[src/rtl/approx_err_monitor_if.sv]
// Bundles the monitor's control, sample and statistics signals.
// Drivers of samples use the master modport and the monitor uses the slave modport.
interface approx_err_monitor_if #(
   parameter int W     = 8,
   parameter int CNT_W = 16,
   parameter int SUM_W = 32
);
   logic               Start;
   logic [CNT_W-1:0]   NumSamples;
   logic               In_Valid;
   logic               In_Ready;
   logic [W-1:0]       A;
   logic [W-1:0]       B;
   logic [2*W-1:0]     P_Approx;
   logic               Busy;
   logic               Done;
   logic [CNT_W-1:0]   ErrCount;
   logic [2*W-1:0]     MaxED;
   logic [SUM_W-1:0]   SumED;
   logic               Overflow;

   modport master (
      output Start, NumSamples, In_Valid, A, B, P_Approx,
      input  In_Ready, Busy, Done, ErrCount, MaxED, SumED, Overflow
   );

   modport slave (
      input  Start, NumSamples, In_Valid, A, B, P_Approx,
      output In_Ready, Busy, Done, ErrCount, MaxED, SumED, Overflow
   );
endinterface

[src/rtl/approx_err_monitor.sv]
// Streaming error monitor for an approximate multiplier: recomputes the exact product
// and accumulates error count, maximum and saturating sum of error distances per window.
module approx_err_monitor #(
   parameter int W     = 8,
   parameter int CNT_W = 16,
   parameter int SUM_W = 32
) (
   input  logic                 Clk,
   input  logic                 Rst,
   approx_err_monitor_if.slave  bus
);
   localparam int PW    = 2 * W;
   // Sum is formed one bit wider than the larger operand so a carry out is never lost.
   localparam int ACC_W = ((SUM_W > PW) ? SUM_W : PW) + 1;
   localparam logic [ACC_W-1:0] SUM_MAX = ACC_W'({SUM_W{1'b1}});

   typedef enum logic [1:0] {IDLE, RUN, DRAIN, DONE} state_t;

   state_t            state_q, state_d;
   logic [CNT_W-1:0]  num_q, num_d;
   logic [CNT_W-1:0]  acc_q, acc_d;
   logic              in_ready_q, in_ready_d;
   logic              busy_q, busy_d;
   logic              done_q, done_d;

   logic              s1_v_q, s1_v_d;
   logic [PW-1:0]     s1_exact_q, s1_exact_d;
   logic [PW-1:0]     s1_approx_q, s1_approx_d;
   logic              s2_v_q, s2_v_d;
   logic [PW-1:0]     s2_ed_q, s2_ed_d;

   logic [CNT_W-1:0]  err_q, err_d;
   logic [PW-1:0]     max_q, max_d;
   logic [SUM_W-1:0]  sum_q, sum_d;
   logic              ovf_q, ovf_d;

   logic              accept;
   logic              clear_stats;
   logic [ACC_W-1:0]  sum_ext;

   always_comb begin
      accept      = bus.In_Valid && in_ready_q;
      state_d     = state_q;
      num_d       = num_q;
      acc_d       = acc_q;
      clear_stats = 1'b0;
      case (state_q)
         IDLE: begin
            if (bus.Start) begin
               clear_stats = 1'b1;
               num_d       = bus.NumSamples;
               acc_d       = '0;
               state_d     = (bus.NumSamples == '0) ? DONE : RUN;
            end
         end
         RUN: begin
            if (accept) begin
               acc_d = acc_q + CNT_W'(1);
               if (acc_q + CNT_W'(1) == num_q) state_d = DRAIN;
            end
         end
         // Stage 1 empty means the last sample is in stage 2 and lands in the stats this edge.
         DRAIN: begin
            if (!s1_v_q) state_d = DONE;
         end
         DONE: state_d = IDLE;
         default: state_d = IDLE;
      endcase
      in_ready_d = (state_d == RUN) && (acc_d < num_d);
      busy_d     = (state_d == RUN) || (state_d == DRAIN);
      done_d     = (state_q == DONE);
   end

   always_comb begin
      s1_v_d      = accept;
      s1_exact_d  = s1_exact_q;
      s1_approx_d = s1_approx_q;
      if (accept) begin
         s1_exact_d  = PW'(bus.A) * PW'(bus.B);
         s1_approx_d = bus.P_Approx;
      end
      s2_v_d  = s1_v_q;
      s2_ed_d = (s1_exact_q >= s1_approx_q) ? (s1_exact_q - s1_approx_q)
                                            : (s1_approx_q - s1_exact_q);
   end

   always_comb begin
      err_d   = err_q;
      max_d   = max_q;
      sum_d   = sum_q;
      ovf_d   = ovf_q;
      sum_ext = ACC_W'(sum_q) + ACC_W'(s2_ed_q);
      if (clear_stats) begin
         err_d = '0;
         max_d = '0;
         sum_d = '0;
         ovf_d = 1'b0;
      end else if (s2_v_q) begin
         if ((s2_ed_q != '0) && (err_q != '1)) err_d = err_q + CNT_W'(1);
         if (s2_ed_q > max_q) max_d = s2_ed_q;
         if (sum_ext > SUM_MAX) begin
            sum_d = '1;
            ovf_d = 1'b1;
         end else begin
            sum_d = sum_ext[SUM_W-1:0];
         end
      end
   end

   always_ff @(posedge Clk or posedge Rst) begin
      if (Rst) begin
         state_q     <= IDLE;
         num_q       <= '0;
         acc_q       <= '0;
         in_ready_q  <= 1'b0;
         busy_q      <= 1'b0;
         done_q      <= 1'b0;
         s1_v_q      <= 1'b0;
         s1_exact_q  <= '0;
         s1_approx_q <= '0;
         s2_v_q      <= 1'b0;
         s2_ed_q     <= '0;
         err_q       <= '0;
         max_q       <= '0;
         sum_q       <= '0;
         ovf_q       <= 1'b0;
      end else begin
         state_q     <= state_d;
         num_q       <= num_d;
         acc_q       <= acc_d;
         in_ready_q  <= in_ready_d;
         busy_q      <= busy_d;
         done_q      <= done_d;
         s1_v_q      <= s1_v_d;
         s1_exact_q  <= s1_exact_d;
         s1_approx_q <= s1_approx_d;
         s2_v_q      <= s2_v_d;
         s2_ed_q     <= s2_ed_d;
         err_q       <= err_d;
         max_q       <= max_d;
         sum_q       <= sum_d;
         ovf_q       <= ovf_d;
      end
   end

   assign bus.In_Ready = in_ready_q;
   assign bus.Busy     = busy_q;
   assign bus.Done     = done_q;
   assign bus.ErrCount = err_q;
   assign bus.MaxED    = max_q;
   assign bus.SumED    = sum_q;
   assign bus.Overflow = ovf_q;
endmodule

[src/flat_wrapper.sv]
// flat-port wrapper written by rule: the top's interface ports become plain ports
module approx_err_monitor_flat 
#(
   parameter int W     = 8,
   parameter int CNT_W = 16,
   parameter int SUM_W = 32
)
  (Clk, Rst, bus_Start, bus_NumSamples, bus_In_Valid, bus_A, bus_B, bus_P_Approx, bus_In_Ready, bus_Busy, bus_Done, bus_ErrCount, bus_MaxED, bus_SumED, bus_Overflow);
  approx_err_monitor_if #(.W(W), .CNT_W(CNT_W), .SUM_W(SUM_W)) bus_i ();
  input  logic Clk;
  input  logic Rst;
  input wire logic [$bits(bus_i.Start)-1:0] bus_Start;
  input wire logic [$bits(bus_i.NumSamples)-1:0] bus_NumSamples;
  input wire logic [$bits(bus_i.In_Valid)-1:0] bus_In_Valid;
  input wire logic [$bits(bus_i.A)-1:0] bus_A;
  input wire logic [$bits(bus_i.B)-1:0] bus_B;
  input wire logic [$bits(bus_i.P_Approx)-1:0] bus_P_Approx;
  output wire logic [$bits(bus_i.In_Ready)-1:0] bus_In_Ready;
  output wire logic [$bits(bus_i.Busy)-1:0] bus_Busy;
  output wire logic [$bits(bus_i.Done)-1:0] bus_Done;
  output wire logic [$bits(bus_i.ErrCount)-1:0] bus_ErrCount;
  output wire logic [$bits(bus_i.MaxED)-1:0] bus_MaxED;
  output wire logic [$bits(bus_i.SumED)-1:0] bus_SumED;
  output wire logic [$bits(bus_i.Overflow)-1:0] bus_Overflow;
  assign bus_i.Start = bus_Start;
  assign bus_i.NumSamples = bus_NumSamples;
  assign bus_i.In_Valid = bus_In_Valid;
  assign bus_i.A = bus_A;
  assign bus_i.B = bus_B;
  assign bus_i.P_Approx = bus_P_Approx;
  assign bus_In_Ready = bus_i.In_Ready;
  assign bus_Busy = bus_i.Busy;
  assign bus_Done = bus_i.Done;
  assign bus_ErrCount = bus_i.ErrCount;
  assign bus_MaxED = bus_i.MaxED;
  assign bus_SumED = bus_i.SumED;
  assign bus_Overflow = bus_i.Overflow;
  approx_err_monitor #(.W(W), .CNT_W(CNT_W), .SUM_W(SUM_W)) u_core (.Clk(Clk), .Rst(Rst), .bus(bus_i));
endmodule
[config.mk]
export PLATFORM = sky130hd
export DESIGN_NAME = approx_err_monitor_flat
export DESIGN_NICKNAME = d
export VERILOG_FILES = /design/src/rtl/approx_err_monitor_if.sv /design/src/rtl/approx_err_monitor.sv /design/src/flat_wrapper.sv
export SDC_FILE = /design/constraint.sdc
export NUM_CORES = 1
export LEC_CHECK = 0
export CAP_MARGIN = 10
export CORE_ASPECT_RATIO = 1.2
export CORE_UTILIZATION = 55
export DETAILED_ROUTE_END_ITERATION = 16
export GPL_TIMING_DRIVEN = 1
export PLACE_DENSITY = 0.88
export SKIP_CTS_REPAIR_TIMING = 1
export SLEW_MARGIN = 20
export SYNTH_ARGS = -nofsm -noshare
export SYNTH_HDL_FRONTEND = slang
export SYNTH_SLANG_ARGS = --single-unit
[constraint.sdc]
create_clock -name Clk -period 7.4 [get_ports Clk]
set_input_delay 1.48 -clock Clk [delete_from_list [all_inputs] [get_ports Clk]]
set_output_delay 1.48 -clock Clk [all_outputs]
set_load 0.1 [all_outputs]
==> summary.txt <==
Worst setup path
  – Critical path launch point type: input pin
  – Crit Path Class: input pin to flip-flop
  – Delay-heaviest family, CP: adder cells
  – Origin of the worst setup path: bus_A[3]
  – Arrival time at the worst endpoint: 6.14 ns
  – Worst path cell trace: clkdlybuf4s50_1 -> and2_1 -> fa_1 -> inv_1 -> fa_1 -> inv_1 -> fa_1 -> inv_1 -> fa_1 -> inv_1 -> ha_1 -> nor3_1 -> nor2_1 -> a311oi_1 -> o21bai_1 -> a21oi_1 -> xor2_1 -> o21ai_0
  – Element type at the critical path end: flip-flop
  – CP max stage cell: clkdlybuf4s50_1
  – CP Max Fanout: 8
  – Required time worst endpoint: 7.68 ns
  – CP peak stage delay: 0.55 ns
  – R2R Path Start: u_core.s2_ed_q[0]$_DFF_PP0_
  – CP bufs+invs: 5

Route
  – Number of routed nets with antenna violations: 0
  – Drc violations: 0
  – Via Count: 9876
  – Initial DRC Count: 582
  – Routed length per instance: 16.4 µm
  – Pre-antenna DRT Iters: 5
  – Via-to-Cell Ratio: 5.85
  – Final wirelength: 27600 µm

Die
  – # IOs: 120
  – Core area: 21000 µm²
  – Die W: 136 µm
  – Row cnt: 58
  – Vert. Die Dim: 162 µm
  – Die area: 22000 µm²
  – Starting Density: 56.1%

Placed design
  – Setup WS pre-CTS: 1.13 ns
  – Port Buffers: 119
  – DP HPWL: 21100 µm
  – RePlAce Congestion: 0.903

STA
  – RSZ-0062 raised after global routing: no
  – Final min period: 5.87 ns
  – Worst slew pin tran: 1.02 ns
  – Rel. slew slack: 31.9%
  – Worst Skew: 0.0118 ns
  – Hold_ws: 0.438 ns
  – Final setup violation count: 0
  – Final hold vios: 0
  – Slew Limit Fails: 0
  – Final WS setup: 1.53 ns
  – Fin crit share: 79.3%
  – Highest clock rate: 170 MHz
  – TNS Setup: 0 ns

Clock network
  – TritonCTS Buffers: 17
  – Clock Latency Late Sink: 0.44 ns
  – TritonCTS clock tree: built
  – Reg clk slew, reported paths: 0.07 ns
  – Root Driver: clkbuf_16
  – Htree depth: 4
  – TritonCTS Sinks: 152
  – Longest Clk Path Bufs: 2

Layout
  – Most frequent cells in the layout: 152 x dfrtp_1, 145 x inv_1, 119 x clkdlybuf4s50_1
  – Layout cells sized above 1: 4.30%
  – Commonest non-fill, non-tap cell in the layout: dfrtp_1
  – # diodes: 0
  – Area delta synth->final: 17.0%
  – Final #Nets: 1613
  – Core Util, Final: 65.6%

Synth
  – EDFF count, synth: 0
  – Post-synth top area share: 32.3%
  – Synth top area cells: dfrtp_1 32%, ha_1 12%, fa_1 6.6%
  – Netlist cell types: 69
  – Synthesized instance count: 1304
  – Post-Syn Area: 11800 µm²
  – Sequential share of the synthesized area: 32.3%
  – Syn nets: 1512
  – Synth area leader: dfrtp_1
  – Number of synthesized register bits: 152
  – Ys async rst share: 100%
  – Ys flop type: dfrtp_1
  – Mean post-synth cell area: 9.02 µm²
  – Synth Warn #: 0

Global route
  – Vias in the first global route: 9783
  – Gr ovfl total: 0
  – Largest net degree at the start of global routing: 82
  – First-pass GRT wire length: 46000 µm
  – Gr usage total: 26.2%
  – Initial antenna violation count: 0

Worst hold path
  – Hold WC Path Type: flip-flop to flip-flop
  – Hold_sp: u_core.s1_v_q$_DFF_PP0_

Run status
  – Status: finished, final reports clean

Run
  – Max-cap violations: 0
path summary, 6_finish.rpt:
kind,end,slack (ns),depth (start not counted)
worst max-delay path,u_core.s1_exact_q[14]$_DFFE_PP0P_,1.53,18
worst min-delay path,u_core.s2_v_q$_DFF_PP0_,0.44,0
worst max register to register,u_core.bus.SumED[27]$_DFFE_PP0P_,3.77,11
worst min register to register,u_core.s2_v_q$_DFF_PP0_,0.44,0
max in group asynchronous,u_core.bus.MaxED[6]$_DFFE_PP0P_,4.47,3
min in group asynchronous,u_core.bus.SumED[16]$_DFFE_PP0P_,1.55,2
area by class of cell:
cell class	instances	area [µm²]
clock buffers	18	439
clock inverters	14	163
fillers	1642	7210
inverters	147	557
multi-input cells	964	7240
flip-flops and latches	152	3800
well taps	270	338
repair buffers	123	1220
state kept, by name, summed over array words and instances (netlist names), 16 cells and up:
name and count:
u_core.s2_ed_q 16, u_core.bus.SumED 32, u_core.bus.MaxED 16, u_core.s1_exact_q 16, u_core.bus.ErrCount 16, u_core.acc_q 16
u_core.num_q 16, u_core.s1_approx_q 16
kinds of logic after synthesis:
| group | Yosys count | synth area share [%] |
|---|---|---|
| AOI/OAI and AO/OA | 297 | 16.0 |
| xor gates and xnor gates | 80 | 5.95 |
| adders and majority gates | 156 | 19.1 |
| buffers and inverters | 188 | 6.12 |
| DFF | 152 | 32.3 |
| muxes | 48 | 4.10 |
| and+or+nand+nor | 383 | 16.4 |
Yosys cell counts (all sizes together) (22+ instances only):
master  count
ha        117
nand2     108
nor2       75
dfrtp     152
nor3       24
inv       146
mux2i      46
a21o       22
fa         39
clkbuf     27
xor2       33
xnor2      47
o21ai     116
and2       57
nand3      30
a21oi      62
routing by layer:
metal	vias up	routed length, µm	part of all wire (%)	track usage [%]
met3	72	1140	4.1	3.40
met1	4791	11500	42	31.5
li1	4712	-	-	-
met2	301	14100	51	46.5
met4	0	865	3.1	11.2
met5	-	0	0	0
through the flow:
step	area [µm²]	cells
after floorplan	11800	1304
after CTS	13800	1688
after global placement	13200	1656
after detailed placement	13200	1656
after global routing	13800	1688
final	13800	1688
Power is not shown: default switching activity piles up to over one toggle a cycle in this logic, so the estimate is an artifact.
